File: src/rtl/conversor_bcd_binario_pkg.sv
// Shared definitions for the BCD-to-binary converter: FSM state codes,
// BCD validity limit, reverse double-dabble correction constants and the
// helper that sizes the shift counter.
package conversor_bcd_binario_pkg;

    // Controller states, 2-bit encoding.
    typedef enum logic [1:0] {
        S_IDLE = 2'b00,
        S_CONV = 2'b01,
        S_FIM  = 2'b10
    } state_t;

    // Largest legal BCD digit value.
    localparam logic [3:0] BCD_MAX    = 4'd9;

    // After each right shift, a digit field holding 8 or more carried a
    // half-weight ten from the digit above; subtracting 3 restores it.
    localparam logic [3:0] CORR_LIMIT = 4'd8;
    localparam logic [3:0] CORR_SUB   = 4'd3;

    // Counter must reach BIN_W-1 (index of the last shift) without wrap.
    function automatic int cnt_width(input int bin_w);
        return (bin_w < 2) ? 1 : $clog2(bin_w + 1);
    endfunction

endpackage : conversor_bcd_binario_pkg

File: src/rtl/conversor_bcd_binario_corretor_digito.sv
// Single BCD digit correction step for reverse double-dabble:
// a field of 8 or more after the shift is reduced by 3.
module corretor_digito
    import conversor_bcd_binario_pkg::*;
(
    input  logic [3:0] i_dig,
    output logic [3:0] o_dig
);

    assign o_dig = (i_dig >= CORR_LIMIT) ? (i_dig - CORR_SUB) : i_dig;

endmodule : corretor_digito

File: src/rtl/conversor_bcd_binario.sv
// Sequential BCD-to-binary converter. Accepts N_DIG packed BCD digits and a
// sign flag, shifts them right BIN_W times through a combined BCD/binary
// shift register with per-digit correction, and delivers a two's-complement
// result with a one-cycle DONE pulse. Invalid digits short-circuit to ERR.
module conversor_bcd_binario
    import conversor_bcd_binario_pkg::*;
#(
    parameter int N_DIG = 2,
    parameter int BIN_W = 7
)
(
    input  logic               CLOCK_50,
    input  logic               RST,
    input  logic               START,
    input  logic [4*N_DIG-1:0] DIG,
    input  logic               NEG,
    output logic               BUSY,
    output logic               DONE,
    output logic               ERR,
    output logic [BIN_W:0]     RES
);

    localparam int BCD_W = 4 * N_DIG;
    localparam int SR_W  = BCD_W + BIN_W;
    localparam int CNT_W = cnt_width(BIN_W);

    state_t             r_state;
    state_t             w_state_next;
    logic [SR_W-1:0]    r_sr;
    logic [CNT_W-1:0]   r_cnt;
    logic               r_neg;
    logic               r_err;
    logic [BIN_W:0]     r_res;

    logic [SR_W-1:0]    w_sr_shift;
    logic [SR_W-1:0]    w_sr_next;
    logic [N_DIG-1:0]   w_dig_bad;
    logic               w_dig_invalid;
    logic               w_last_shift;
    logic [BIN_W:0]     w_mag_ext;
    logic [BIN_W:0]     w_res_next;

    // Plain right shift; zero enters at the top of the BCD field.
    assign w_sr_shift = r_sr >> 1;

    // Per-digit validity check on the raw input and correction on the
    // shifted BCD field; the binary field passes through untouched.
    for (genvar gi = 0; gi < N_DIG; gi++) begin : g_dig
        assign w_dig_bad[gi] = (DIG[4*gi +: 4] > BCD_MAX);

        corretor_digito u_corr (
            .i_dig (w_sr_shift[BIN_W + 4*gi +: 4]),
            .o_dig (w_sr_next [BIN_W + 4*gi +: 4])
        );
    end

    assign w_sr_next[BIN_W-1:0] = w_sr_shift[BIN_W-1:0];
    assign w_dig_invalid        = |w_dig_bad;
    assign w_last_shift         = (r_cnt == CNT_W'(BIN_W - 1));

    // Magnitude after the final shift, optionally negated; -0 stays 0.
    assign w_mag_ext  = {1'b0, w_sr_next[BIN_W-1:0]};
    assign w_res_next = r_neg ? ((~w_mag_ext) + (BIN_W+1)'(1)) : w_mag_ext;

    // State register.
    always_ff @(posedge CLOCK_50 or posedge RST) begin
        // NOTE: sequential state uses non-blocking assignments so every
        // register samples pre-edge values regardless of statement order.
        if (RST) begin
            r_state <= S_IDLE;
        end else begin
            r_state <= w_state_next;
        end
    end

    // Next-state logic: accept in IDLE, fixed-length conversion, one-cycle FIM.
    always_comb begin
        // NOTE: default first so no path leaves w_state_next unassigned,
        // which would otherwise infer a latch.
        w_state_next = r_state;
        case (r_state)
            S_IDLE: begin
                if (START) begin
                    w_state_next = w_dig_invalid ? S_FIM : S_CONV;
                end
            end
            S_CONV: begin
                if (w_last_shift) begin
                    w_state_next = S_FIM;
                end
            end
            S_FIM:   w_state_next = S_IDLE;
            default: w_state_next = S_IDLE;
        endcase
    end

    // Datapath: load on accept, shift/correct in CONV, capture result on the
    // final shift. RES/ERR only move at error-accept or final-shift edges.
    always_ff @(posedge CLOCK_50 or posedge RST) begin
        if (RST) begin
            r_sr  <= '0;
            r_cnt <= '0;
            r_neg <= 1'b0;
            r_err <= 1'b0;
            r_res <= '0;
        end else begin
            case (r_state)
                S_IDLE: begin
                    if (START) begin
                        r_sr  <= {DIG, BIN_W'(0)};
                        r_neg <= NEG;
                        r_cnt <= '0;
                        if (w_dig_invalid) begin
                            r_err <= 1'b1;
                            r_res <= '0;
                        end
                    end
                end
                S_CONV: begin
                    r_sr  <= w_sr_next;
                    r_cnt <= r_cnt + CNT_W'(1);
                    if (w_last_shift) begin
                        r_res <= w_res_next;
                        r_err <= 1'b0;
                    end
                end
                default: begin
                end
            endcase
        end
    end

    assign BUSY = (r_state == S_CONV);
    assign DONE = (r_state == S_FIM);
    assign ERR  = r_err;
    assign RES  = r_res;

    // A valid conversion must drain the BCD field completely.
    a_bcd_drained: assert property (
        @(posedge CLOCK_50) disable iff (RST)
        (r_state == S_CONV && w_last_shift) |-> (w_sr_next[SR_W-1:BIN_W] == '0)
    );

endmodule : conversor_bcd_binario

File: config.mk
export PLATFORM = sky130hd
export DESIGN_NAME = conversor_bcd_binario
export DESIGN_NICKNAME = d
export VERILOG_FILES = /design/src/rtl/conversor_bcd_binario_pkg.sv /design/src/rtl/conversor_bcd_binario_corretor_digito.sv /design/src/rtl/conversor_bcd_binario.sv
export SDC_FILE = /design/constraint.sdc
export NUM_CORES = 1
export LEC_CHECK = 0
export BUFFER_PORTS_ARGS = -buffer_cell sky130_fd_sc_hd__buf_2
export CAP_MARGIN = 0
export CORE_AREA = 2 2 66 75
export DETAILED_ROUTE_END_ITERATION = 8
export DIE_AREA = 0 0 68 77
export PLACE_DENSITY = 0.49
export SLEW_MARGIN = 10
export SYNTH_ARGS = -nofsm -noshare
export SYNTH_HDL_FRONTEND = slang
export SYNTH_SLANG_ARGS = --single-unit
File: constraint.sdc
create_clock -name CLOCK_50 -period 1.45 [get_ports CLOCK_50]
set_input_delay 0.145 -clock CLOCK_50 [delete_from_list [all_inputs] [get_ports CLOCK_50]]
set_output_delay 0.145 -clock CLOCK_50 [all_outputs]
set_load 0.1 [all_outputs]
==> results.yml <==
global_routing:
  grt_pass1_wl_um: 6090
  grt_overflow: 0
  grt_max_degree: 30
  grt_antenna_before_repair: 0
  grtUsageTotal_pct: 15.3
  grt_pass1_vias: 1319
synthesis:
  synth.avg_cell_area_um2: 10.1
  syn_inst: 142
  synthTopCellsByArea: "dfrtp_1 (50%), a22o_1 (6.7%), ha_1 (4.4%)"
  syn_nets: 159
  synth_edf_count: 0
  synth_seq_area_share_pct: 50.5
  ys_types: 31
  netlist_area_um2: 1440
  async_reset_ff_share_pct: 100
  synth_seq_cells: 29
  yosysTopAreaCell: "dfrtp_1"
  yosysTopAreaCellShare_pct: 50.5
  synth_flop_cell: "dfrtp_1"
  yosys_warnings: 0
cells_and_area:
  fillers: 439
  final_area_um2: 2000
  final_cell_mix: "dfrtp_1 (28), buf_4 (22), buf_2 (20)"
  nets: 206
  layout_commonest_cell: "dfrtp_1"
  drive_above_1_share_pct: 36.8
  area.growth.synth_to_final_pct: 39.4
  stdcell_count: 246
  n_antenna_cell: 0
detailed_routing:
  ant_nets: 0
  wl_per_cell_um: 14.6
  drt-initial-drc-count: 54
  dr.pass1.iters: 4
  vias: 1227
  vias_per_cell: 4.99
  postRouteWirelength_um: 3600
  drc_errors: 0
clocking:
  clk_path_buf_depth: 2
  htreeDepth: 2
  clock_latency_ns: 0.28
  cts.sink_count: 29
  cts_buffers: 5
  cts_root_buffer: "clkbuf_8"
  clk_pin_slew_ns: 0.06
  cts_tree: "built"
die:
  placementRows: 26
  die_w_um: 68
  core_region_area_um2: 4490
  start_util_pct: 32.0
  pin_count: 23
  fp.dieH_um: 77
  dieArea_um2: 5240
min_path:
  min_to: "r_neg"
  hp-class: "input port to register"
  min_from: "NEG"
  hold_depth: 2
setup_path:
  cpPeakStageDelay_ns: 0.42
  startpoint_type: "register"
  crit_fanout: 5
  crit_buf_inv: 0
  reg2reg_slack_ns: -0.005
  worstRegToRegCells: 4
  arrival_ns: 1.63
  crit_required_ns: 1.62
  reg2reg_from: "r_state[0]"
  cpMaxStageDelayCell: "or3_4"
  critPathKind: "register to register"
  crit_family: "simple AND/OR/NAND/NOR gates"
  path_cells: "and2b_2 > a31oi_4 > or3_4 > a32o_1"
  end_kind: "register"
  reg2reg_to: "RES[7]"
sta:
  final.period_utilization_pct: 100
  relSlewSlack_pct: 67.9
  max_clock_freq_mhz: 687
  fin_crit_ns: 1.46
  setup_viol: 2
  worstMarginPinSlew_ns: 0.485
  finalClockSkew_ns: 0.00841
  finalHoldViolCount: 0
  rsz0062_at_grt: "yes"
  setup_ws_ns: -0.00539
  maxSlewViolCount: 0
run_status:
  violations: "negative setup slack"
  status: "finished, violations left"
placed_design:
  preCtsSetupSlack_ns: -0.129
  place_congestion: 0.773
  post-place-cells: 234
  port_buffers: 22
  hpwl_um: 2480
  place_area_um2: 1780
pwr:
  cellLeakagePower_uw: 0.000948
  ir_drop_mv: 1.11
  powerDensity_nw_per_um2: 2040
  p_total_uw: 4100
job:
  maxCapViolCount: 0
==> metrics by stage <==
step	utilization [%]	hold slack, ns	TNS, ns
2_1_floorplan	-	0.223	-0.144
6_report	44.6	0.0932	-0.00597
5_1_grt	44.6	0.0948	-0.241
3_5_place_dp	39.7	0.245	-0.701
4_1_cts	42.8	0.0863	-0.00564
3_3_place_gp	39.7	0.236	-0.476
==> synth_stat cells (2+ instances only) <==
master and instances:
nand2_1 13, ha_1 5, a221oi_1 2, o2bb2ai_1 2
inv_1 11, clkbuf_1 5, or3_1 2, a22o_1 11
nand3_1 2, o22a_1 3, mux2_2 2, dfrtp_1 29
o21ai_0 12, a21oi_1 5, a22oi_1 3, nor2b_1 3
nor2_1 9, xnor2_1 7, nand2b_1 4
==> worst max-delay path by stage <==
stage	cells past startpoint	slack [ns]	from	endpoint
CTS	5	-0.006	r_cnt[0]	RES[2]
floorplan	5	-0.03	r_state[0]	RES[2]
global placement	5	-0.09	r_cnt[0]	RES[6]
global route	4	-0.06	r_state[0]	RES[7]
finish	4	-0.005	r_state[0]	RES[7]
detailed placement	5	-0.13	r_cnt[0]	RES[2]
==> per-layer routing <==
metal	track usage, %	routed length [um]
met5	0	0
met4	6.00	46
met2	25.2	1800
met1	19.1	1620
met3	3.23	132
==> logic make-up after synthesis <==
logic type	after synthesis	share of synthesized area, %
buf+inv	17	4.53
fa+ha+maj	5	4.35
mux	3	2.26
xor+xnor	7	4.26
compound gates	44	21.8
simple gates	37	12.4
flops	29	50.5
==> area by class of cell <==
| type | count | area (um^2) | area share (%) |
|---|---|---|---|
| clock inverters | 2 | 10.0 | 0.499 |
| multi-input cells | 97 | 764 | 38.1 |
| clock buffers | 6 | 72.6 | 3.62 |
| flip-flops and latches | 29 | 727 | 36.3 |
| well taps | 56 | 70.1 | 3.50 |
| inverters | 11 | 45.0 | 2.25 |
| repair buffers | 45 | 315 | 15.7 |
==> flip-flops by register name, indices dropped and copies added (netlist names) <==
signal   flops
ERR          1
RES          8
r_cnt        3
r_neg        1
r_sr        14
r_state      2
==> power breakdown <==
part	leakage [uW]	switching [uW]	internal (uW)
logic	0.000528	1110	1010
clock network	0.0000450	313	332
registers	0.000375	272	1060
==> what timing repair did <==
item                       CTS  global route
setup buffers                2             0
gates cloned                 0             1
gates resized for setup      6            14
hold buffers                 1             0
pin swaps                    0             9
setup endpoints to repair    9            11
hold endpoints to repair    29             0
No activity file was read; power rests on OpenSTA's default activity.
